## config.mk

```make
export PLATFORM = sky130hd
export DESIGN_NAME = mem_stage_ctrl
export DESIGN_NICKNAME = d
export VERILOG_FILES = /design/src/rtl/mem_pkg.sv /design/src/rtl/mem_req_decode.sv /design/src/rtl/mem_stage_ctrl.sv
export SDC_FILE = /design/constraint.sdc
export NUM_CORES = 1
export LEC_CHECK = 0
export BUFFER_PORTS_ARGS = -buffer_cell sky130_fd_sc_hd__buf_4
export CAP_MARGIN = 20
export CORE_ASPECT_RATIO = 1.1
export CORE_UTILIZATION = 53
export CTS_CLUSTER_DIAMETER = 150
export DETAILED_ROUTE_END_ITERATION = 8
export GPL_ROUTABILITY_DRIVEN = 0
export HOLD_SLACK_MARGIN = 0.1
export PLACE_DENSITY = 0.86
export SYNTH_ARGS = -nofsm -noshare
export SYNTH_HDL_FRONTEND = slang
export SYNTH_SLANG_ARGS = --single-unit
```

## constraint.sdc

```tcl
create_clock -name clk_i -period 5 [get_ports clk_i]
set_input_delay 0.5 -clock clk_i [delete_from_list [all_inputs] [get_ports clk_i]]
set_output_delay 0.5 -clock clk_i [all_outputs]
set_load 0.01 [all_outputs]
```

## src/rtl/mem_pkg.sv

```systemverilog
// Shared encodings for the memory stage: funct3 values, data-memory
// mem_en codes and the controller state type.
package mem_pkg;

    localparam logic [2:0] F3_B  = 3'b000;
    localparam logic [2:0] F3_H  = 3'b001;
    localparam logic [2:0] F3_W  = 3'b010;
    localparam logic [2:0] F3_BU = 3'b100;
    localparam logic [2:0] F3_HU = 3'b101;

    // Bit 3 requests sign extension from the data memory.
    localparam logic [3:0] MEM_IDLE   = 4'b0000;
    localparam logic [3:0] MEM_LB     = 4'b0001;
    localparam logic [3:0] MEM_LH     = 4'b0010;
    localparam logic [3:0] MEM_LW     = 4'b0011;
    localparam logic [3:0] MEM_SB     = 4'b0101;
    localparam logic [3:0] MEM_SH     = 4'b0110;
    localparam logic [3:0] MEM_SW     = 4'b0111;
    localparam logic [3:0] MEM_SIGNED = 4'b1000;

    typedef enum logic [1:0] {
        ST_IDLE,
        ST_ISSUE,
        ST_CAPTURE,
        ST_RESP
    } state_e;

endpackage

```

## src/rtl/mem_req_decode.sv

```systemverilog
// Combinational request decode: funct3/direction/address to mem_en code,
// access size in bytes and a fault flag (illegal funct3 or out of range).
module mem_req_decode
    import mem_pkg::*;
#(
    parameter int MEM_ADDR_BITS = 12
) (
    input  logic [2:0]  funct3_i,
    input  logic        is_store_i,
    input  logic [31:0] addr_i,
    output logic [3:0]  mem_en_o,
    output logic [2:0]  size_o,
    output logic        fault_o
);

    logic        illegal;
    logic        out_of_range;
    logic [3:0]  code;
    logic [32:0] last_byte;

    always_comb begin
        illegal = 1'b0;
        size_o  = 3'd1;
        code    = MEM_IDLE;
        case (funct3_i[1:0])
            2'b00:   size_o = 3'd1;
            2'b01:   size_o = 3'd2;
            2'b10:   size_o = 3'd4;
            default: illegal = 1'b1;
        endcase
        if (is_store_i) begin
            if (funct3_i[2]) begin
                illegal = 1'b1;
            end
            case (funct3_i[1:0])
                2'b00:   code = MEM_SB;
                2'b01:   code = MEM_SH;
                default: code = MEM_SW;
            endcase
        end else begin
            case (funct3_i)
                F3_B:    code = MEM_LB | MEM_SIGNED;
                F3_H:    code = MEM_LH | MEM_SIGNED;
                F3_W:    code = MEM_LW;
                F3_BU:   code = MEM_LB;
                F3_HU:   code = MEM_LH;
                default: illegal = 1'b1;
            endcase
        end
    end

    // Computed in 33 bits so an access straddling 2^32 is still caught.
    assign last_byte    = {1'b0, addr_i} + {30'd0, size_o} - 33'd1;
    assign out_of_range = |last_byte[32:MEM_ADDR_BITS];
    assign fault_o      = illegal | out_of_range;
    assign mem_en_o     = fault_o ? MEM_IDLE : code;

endmodule

```

## src/rtl/mem_stage_ctrl.sv

```systemverilog
// Memory-stage controller: accepts load/store requests, drives the data
// memory for one cycle, captures load data and returns loads/faults.
module mem_stage_ctrl
    import mem_pkg::*;
#(
    parameter int MEM_ADDR_BITS = 12,
    parameter int CNT_WIDTH     = 16
) (
    input  logic                 clk_i,
    input  logic                 rst_i,
    input  logic                 req_valid_i,
    output logic                 req_ready_o,
    input  logic                 req_is_store_i,
    input  logic [2:0]           req_funct3_i,
    input  logic [31:0]          req_addr_i,
    input  logic [31:0]          req_wdata_i,
    input  logic [4:0]           req_rd_i,
    output logic [3:0]           mem_en_o,
    output logic [31:0]          mem_addr_o,
    output logic [31:0]          mem_wdata_o,
    input  logic [31:0]          mem_rdata_i,
    output logic                 resp_valid_o,
    input  logic                 resp_ready_i,
    output logic [31:0]          resp_data_o,
    output logic [4:0]           resp_rd_o,
    output logic                 resp_fault_o,
    output logic [CNT_WIDTH-1:0] load_cnt_o,
    output logic [CNT_WIDTH-1:0] store_cnt_o
);

    state_e               state_q;
    logic                 req_ready_q;
    logic                 is_store_q;
    logic [4:0]           rd_q;
    logic [3:0]           mem_en_q;
    logic [31:0]          mem_addr_q;
    logic [31:0]          mem_wdata_q;
    logic                 resp_valid_q;
    logic [31:0]          resp_data_q;
    logic [4:0]           resp_rd_q;
    logic                 resp_fault_q;
    logic [CNT_WIDTH-1:0] load_cnt_q;
    logic [CNT_WIDTH-1:0] load_cnt_d;
    logic [CNT_WIDTH-1:0] store_cnt_q;
    logic [CNT_WIDTH-1:0] store_cnt_d;

    logic [3:0]           dec_mem_en;
    logic [2:0]           dec_size;
    logic                 dec_fault;

    mem_req_decode #(
        .MEM_ADDR_BITS(MEM_ADDR_BITS)
    ) u_decode (
        .funct3_i  (req_funct3_i),
        .is_store_i(req_is_store_i),
        .addr_i    (req_addr_i),
        .mem_en_o  (dec_mem_en),
        .size_o    (dec_size),
        .fault_o   (dec_fault)
    );

    assign load_cnt_d  = load_cnt_q + 1'b1;
    assign store_cnt_d = store_cnt_q + 1'b1;

    always_ff @(posedge clk_i) begin
        if (rst_i) begin
            state_q      <= ST_IDLE;
            req_ready_q  <= 1'b1;
            is_store_q   <= 1'b0;
            rd_q         <= 5'd0;
            mem_en_q     <= MEM_IDLE;
            mem_addr_q   <= 32'd0;
            mem_wdata_q  <= 32'd0;
            resp_valid_q <= 1'b0;
            resp_data_q  <= 32'd0;
            resp_rd_q    <= 5'd0;
            resp_fault_q <= 1'b0;
            load_cnt_q   <= '0;
            store_cnt_q  <= '0;
        end else begin
            case (state_q)
                ST_IDLE: begin
                    if (req_valid_i) begin
                        req_ready_q <= 1'b0;
                        is_store_q  <= req_is_store_i;
                        rd_q        <= req_rd_i;
                        // Faults never touch the memory; they go straight to the response.
                        if (dec_fault) begin
                            state_q      <= ST_RESP;
                            resp_valid_q <= 1'b1;
                            resp_fault_q <= 1'b1;
                            resp_data_q  <= 32'd0;
                            resp_rd_q    <= req_is_store_i ? 5'd0 : req_rd_i;
                        end else begin
                            state_q     <= ST_ISSUE;
                            mem_en_q    <= dec_mem_en;
                            mem_addr_q  <= req_addr_i;
                            mem_wdata_q <= req_is_store_i ? req_wdata_i : 32'd0;
                        end
                    end
                end
                ST_ISSUE: begin
                    mem_en_q    <= MEM_IDLE;
                    mem_addr_q  <= 32'd0;
                    mem_wdata_q <= 32'd0;
                    if (is_store_q) begin
                        state_q     <= ST_IDLE;
                        req_ready_q <= 1'b1;
                        store_cnt_q <= store_cnt_d;
                    end else begin
                        state_q <= ST_CAPTURE;
                    end
                end
                ST_CAPTURE: begin
                    state_q      <= ST_RESP;
                    resp_valid_q <= 1'b1;
                    resp_data_q  <= mem_rdata_i;
                    resp_rd_q    <= rd_q;
                    resp_fault_q <= 1'b0;
                    load_cnt_q   <= load_cnt_d;
                end
                ST_RESP: begin
                    if (resp_ready_i) begin
                        state_q      <= ST_IDLE;
                        req_ready_q  <= 1'b1;
                        resp_valid_q <= 1'b0;
                        resp_data_q  <= 32'd0;
                        resp_rd_q    <= 5'd0;
                        resp_fault_q <= 1'b0;
                    end
                end
                default: begin
                    state_q     <= ST_IDLE;
                    req_ready_q <= 1'b1;
                end
            endcase
        end
    end

    assign req_ready_o  = req_ready_q;
    assign mem_en_o     = mem_en_q;
    assign mem_addr_o   = mem_addr_q;
    assign mem_wdata_o  = mem_wdata_q;
    assign resp_valid_o = resp_valid_q;
    assign resp_data_o  = resp_data_q;
    assign resp_rd_o    = resp_rd_q;
    assign resp_fault_o = resp_fault_q;
    assign load_cnt_o   = load_cnt_q;
    assign store_cnt_o  = store_cnt_q;

endmodule

```

* Yosys cells after proc, flatten, opt, wreduce, memory -nomap -nowiden
Index checks and enable logic that the tools add are counted.
** Operators by class
- Equal/unequal tests :: 14
- Reductions and logical operators :: 15
- Bitwise operators :: 1
- Muxes and demuxes :: 41
- $add $sub $neg :: 4
** Operators with widths (count)
- 32-bit 2-to-1 mux :: 8
- 32-bit one-hot mux with 2 select lines :: 2
- 32-bit one-hot mux with 3 select lines :: 1
- 32-bit by 3-bit adder with 33-bit output :: 1
- 33-bit by 1-bit subtractor with 33-bit output (second input constant) :: 1
- 16-bit by 1-bit adder with 16-bit output (second input constant) :: 2
- 21-bit OR reduction :: 1
- 5-bit 2-to-1 mux :: 4
- 4-bit one-hot mux with 5 select lines :: 1
- 5-bit one-hot mux with 3 select lines :: 1
- 4-bit 2-to-1 mux :: 3
- 1-bit 2-to-1 mux :: 10
- 2-bit != test (second input constant) :: 5
- 1-bit one-hot mux with 3 select lines :: 3
- 2-bit 2-to-1 mux :: 4
- 2-bit one-hot mux with 4 select lines :: 1
- 4-bit one-hot mux with 2 select lines :: 1
- 4-bit AND reduction :: 2
- 2-bit == test (second input constant) :: 3
- 3-bit == test (second input constant) :: 2
- 3-bit one-hot mux with 2 select lines :: 1
- 2-bit AND reduction :: 3
- 3-bit nonzero test :: 2
- 5-bit OR reduction :: 1
- other kinds (10) :: 12
** Word-level totals
- Input port bits :: 109
- Output and inout port bits :: 140
- Bits in registers :: 148
- Logic and storage cells :: 88

* Logic depth before layout (Yosys ltp)
- Depth after elaboration :: 9
- Mapped depth :: 20
- Gate-level depth less buffers :: 16

* Hierarchy
From an unflattened synthesis, not the netlist that was laid out.
** Second synthesis, totals
- Cell total of the unflattened synthesis :: 967
- Area total of the unflattened synthesis :: 7668.6 um2
** Modules (own cells, without submodules)
- mem_stage_ctrl :: area each 5607.9 um2, instances 1, sequential area each 2962.8 um2, cells an instance 656
- mem_req_decode :: area each 2060.7 um2, instances 1, sequential area each 0.0 um2, cells an instance 311

* Worst setup path after synthesis
OpenSTA, ideal clock, no wires.
- Kind :: input to register
- Start point :: input port req_funct3_i[0]
- End point :: register mem_addr_q[10], in the netlist mem_addr_o[10]
- Stages on the path :: 20
- Required time :: 4.928 ns
- Setup slack :: 1.270 ns
- Buffers on the path :: 4
- Setup time :: 0.072 ns
- Data arrival time :: 3.658 ns
- Cell sequence :: inv_1 > ha_1 > inv_1 > ha_1 > inv_1 > ha_1 > nor2b_1 > and3b_1 > o21ai_1 > a21boi_2 > or4_1 > nand3_1 > nand4bb_1 > buf_2 > nor3_4 > and2_1 > buf_6 > buf_12 > buf_12 > mux2i_1
** Between the ends
- Cells in the longest elaborated chain, start to end :: 8
- Elaborated cells on any way between the ends :: 21
- Those cells by class :: 2 x add/sub; 7 x eq/ne; 5 x mux; 1 x bitwise; 6 x reduce/logical
** Ends and longest elaborated chain
- start: declaration :: RTL line mem_stage_ctrl.sv:14 : input logic [2:0] req_funct3_i,
- 2-bit == test (tied with other cells) :: RTL line mem_req_decode.sv:25 : case (funct3_i[1:0])
- 3-bit one-hot mux with 2 select lines or 3-bit OR reduction (tied branches)
- 32-bit by 3-bit adder with 33-bit output or 1-bit 2-to-1 mux (tied branches) :: RTL line mem_req_decode.sv:53, mem_req_decode.sv:25
- 33-bit by 1-bit subtractor with 33-bit output (tied with other cells) :: RTL line mem_req_decode.sv:53 : assign last_byte = {1'b0, addr_i} + {30'd0, size_o} - 33'd1;
- 21-bit OR reduction or 1-bit 2-to-1 mux (tied branches) :: RTL line mem_req_decode.sv:54, mem_req_decode.sv:31
- 1-bit OR * :: RTL line mem_req_decode.sv:55 : assign fault_o = illegal | out_of_range;
- 2-bit != test (no source line) *
- 3-bit AND reduction (no source line) *
- end signal: assignment :: RTL line mem_stage_ctrl.sv:97 : mem_addr_q <= req_addr_i;
- end: declaration :: RTL line mem_stage_ctrl.sv:36 : logic [31:0] mem_addr_q;
Mark *: on every way between the ends. The rest lies on a longest branch, timed or not.
A chain may end at the register's enable or synchronous reset.

* Worst setup path after layout
- Start point :: input port req_funct3_i[0]
- End point :: register mem_wdata_q[31], in the netlist mem_wdata_o[31]
** Between the ends
- Cells in the longest elaborated chain, start to end :: 8
- Elaborated cells on any way between the ends :: 21
- Those cells by class :: 2 x add/sub; 7 x eq/ne; 5 x mux; 1 x bitwise; 6 x reduce/logical
** Ends and longest elaborated chain
- 2-bit == test (tied with other cells) :: RTL line mem_req_decode.sv:25
- 3-bit one-hot mux with 2 select lines or 3-bit OR reduction (tied branches)
- 32-bit by 3-bit adder with 33-bit output or 1-bit 2-to-1 mux (tied branches) :: RTL line mem_req_decode.sv:53, mem_req_decode.sv:25
- 33-bit by 1-bit subtractor with 33-bit output (tied with other cells) :: RTL line mem_req_decode.sv:53
- 21-bit OR reduction or 1-bit 2-to-1 mux (tied branches) :: RTL line mem_req_decode.sv:54, mem_req_decode.sv:31
- 1-bit OR * :: RTL line mem_req_decode.sv:55
- 2-bit != test (no source line) *
- 3-bit AND reduction (no source line) *
- end signal: assignment :: RTL line mem_stage_ctrl.sv:98 : mem_wdata_q <= req_is_store_i ? req_wdata_i : 32'd0;
- end: declaration :: RTL line mem_stage_ctrl.sv:37 : logic [31:0] mem_wdata_q;
Marked as above.

==> reports/qor.txt <==
Largest net degree at the start of global routing - 95
Cells after Synth - 1080
Starting DRT DRC Count - 590
R2R Setup Slk - 1.72 ns
Worst Hold Endpoint - rd_q[4]
Clock Root Buffer - clkbuf_16
Synth Register Bits - 148
Switching part of the total power - 0.315
Share of total power in the clock network - 0.398
Post-CTS setup buffer count - 0
Post-Syn Nets - 1228
Avg Synthesized Cell Area - 7.97 µm²
Yosys warnings - 0
Nature of the critical path endpoint - flop
Crit Path Class - input pin to flop
Logic pwr share - 0.204
Total grt overflow - 0
Final WS setup - 0.780 ns
Peak Freq - 237 MHz
ANT cells - 0
Die W - 124 µm
Hold depth - 3
DR vias - 8642
Antenna-violating nets left - 0
Worst R2R Start - state_q[1]
Final Core Density - 0.699
Dpl ws - 0.375 ns
H-tree levels - 4
Reg2reg end - mem_wdata_o[31]
Switching Power - 972 µW
Number of I/O port buffers - 248
Worst Reg2Reg Path Length in Cells - 10
Die height - 136 µm
Lkg Pwr - 0.00467 µW
Starting Density - 0.545
Clk slew on worst S/H paths - 0.06 ns
Post-synth EDFFs - 0
Top-area cell type share of the netlist area - 0.344
Worst-path maximum fanout - 20
TritonCTS clock tree - yes
Area of the multi-input gates - 5110 µm²
Initial antenna violation count - 0
Area growth syn-to-layout - 28.3%
Row Count - 48
Unrepaired setup endpoints after global routing - no
Die area - 16800 µm²
WL per Instance - 15.9 µm
WP data required - 5.35 ns
Share of layout cells above drive strength 1 - 0.234
Yosys cell types - 69
Io pins - 249
Most numerous cell in the Yosys netlist - nand2_1
Final hold vios - 0
Pwr dens - 280 nW/µm²
Synth top area cells - dfxtp_1 (34%), mux2i_1 (8.7%), nand2_1 (7.2%)
Post-synthesis sequential area ratio - 0.344
Flop pwr share - 0.398
Worst-margin pin slew - 1.08 ns
CTS sink cnt - 148
Fin nets - 1431
HPWL Detailed - 17200 µm
Area leader, netlist - dfxtp_1
VDD IR max - 0.217 mV
Min Tclk post-route - 4.22 ns
Outcome - finished, final reports clean
Normalized max-slew margin - 0.281
Via/cell ratio - 5.78
Post-CTS Hold Fix Bufs - 0
Global-route wire length before repair - 36800 µm
Vias in the first global route - 7623
Core area - 15800 µm²
CTS buffer count - 17
Routed WL - 23700 µm
Worst Clk Skew - 0.00769 ns
Setup TNS - 0 ns
Fin crit share - 0.844
Maximum Capacitance Violations - 0
Worst skew pair latency - 0.42 ns
GRT Resource Usage Total - 0.276
FF+latch area - 2960 µm²
Finish-stage setup viols - 0
First drt pass iteration count - 5
Cts repair resizes - 0
Ys async rst share - 0
Crit path launch type - input pin
Predominant post-synthesis flop cell - dfxtp_1
HP Class - input pin to flop
WP data arrival - 4.57 ns
Max-slew violations - 0
Internal power - 2120 µW
Post-Syn Area - 8610 µm²
Hold path start - req_rd_i[4]
Clock buffer depth - 2
DRC - 0
Synth cell count leaders - nand2_1 (164), dfxtp_1 (148), a21oi_1 (121), nor2_1 (78), mux2i_1 (75)
Fill count - 1305
per-layer routing:
| layer | vias up | track usage | wire length, µm |
|---|---|---|---|
| li1 | 4276 | - | - |
| met1 | 3981 | 0.332 | 9960 |
| met2 | 330 | 0.456 | 11100 |
| met3 | 55 | 0.0724 | 1870 |
| met4 | 0 | 0.122 | 791 |
| met5 | - | 0 | 0 |
final cells by class:
type	instances	share of cell area
Clock buffer	17	0.0385
Clock inverter	15	0.0125
Inverter	49	0.0167
Multi-Input combinational cell	809	0.463
Sequential cell	148	0.268
Tap cell	200	0.0227
Timing Repair Buffer	258	0.179
kinds of logic (layout without fill, tap and decap cells):
logic type | count (synthesis) | count (layout) | share of synthesized area
simple gates | 389 | 389 | 0.212
compound gates | 272 | 272 | 0.200
xor+xnor | 32 | 32 | 0.0326
buf+inv | 123 | 339 | 0.0648
fa+ha+maj | 39 | 39 | 0.0567
mux | 77 | 77 | 0.0898
flops | 148 | 148 | 0.344
metrics by stage:
stage	std cells	hold slack, ns	power (µW)	area (µm²)
2_1_floorplan	1080	0.460	1670	8610
3_3_place_gp	1463	0.442	1860	10500
3_5_place_dp	1463	0.448	1870	10500
4_1_cts	1495	0.308	3100	11000
5_1_grt	1496	0.334	3230	11000
6_report	1496	0.324	3090	11000
power by group through the flow:
stage	combinational (µW)	clock (µW)	sequential, µW
after detailed placement	617	0	1250
after floorplan	414	0	1250
after global placement	609	0	1250
after CTS	622	1260	1230
final	631	1230	1230
after global routing	697	1300	1230
worst max-delay path, stage by stage:
cell and delay, ns:
buf_4 0.13, inv_1 0.08, ha_1 0.19, inv_1 0.07, ha_1 0.27, inv_1 0.04
ha_1 0.27, nor2b_1 0.15, and3b_1 0.17, o21ai_1 0.34, a21boi_2 0.15, or4_1 0.48
nand3_1 0.14, nand4bb_1 0.33, nor3_4 0.33, and2_4 0.40, buf_4 0.31, mux2i_1 0.21
state kept, by name (all words and copies together) (netlist names):
signal / count
resp_valid_o: 1
mem_addr_o: 32
load_cnt_o: 16
state_q: 2
resp_data_o: 32
mem_en_o: 4
resp_fault_o: 1
store_cnt_o: 16
resp_rd_o: 5
rd_q: 5
is_store_q: 1
mem_wdata_o: 32
req_ready_o: 1
layout by cell type, fill, tap and decap left out, types with 4 or more instances in the layout:
cell type / count
o21ai_0: 39
mux2i_1: 75
o21a_1: 4
o311a_1: 6
a21o_1: 13
a311oi_1: 33
nand4_1: 19
dfxtp_1: 148
or3_1: 9
clkbuf_16: 17
nor3b_1: 5
inv_1: 49
xnor2_1: 7
a31oi_1: 4
o211ai_1: 5
o21bai_1: 4
buf_4: 254
nand2b_1: 4
nand3_1: 45
nand2_1: 164
and4_1: 6
nor2_1: 77
inv_6: 5
a22oi_1: 4
a211oi_1: 7
ha_1: 39
xor2_1: 25
a21oi_1: 121
clkinv_4: 4
and2_1: 7
and3_1: 9
nor3_1: 16
nor4_1: 6
worst max-delay path by stage:
| stage | slack (ns) | cells after the start | end | startpoint |
|---|---|---|---|---|
| after floorplan | 1.27 | 20 | mem_addr_o[10] | req_funct3_i[0] |
| after global placement | 0.55 | 18 | mem_wdata_o[12] | req_funct3_i[0] |
| after detailed placement | 0.38 | 18 | mem_wdata_o[3] | req_funct3_i[0] |
| after CTS | 0.82 | 18 | mem_wdata_o[3] | req_funct3_i[0] |
| after global routing | 0.44 | 18 | mem_wdata_o[3] | req_funct3_i[0] |
| final | 0.78 | 18 | mem_wdata_o[31] | req_funct3_i[0] |
(Power assumes the default switching activity.)
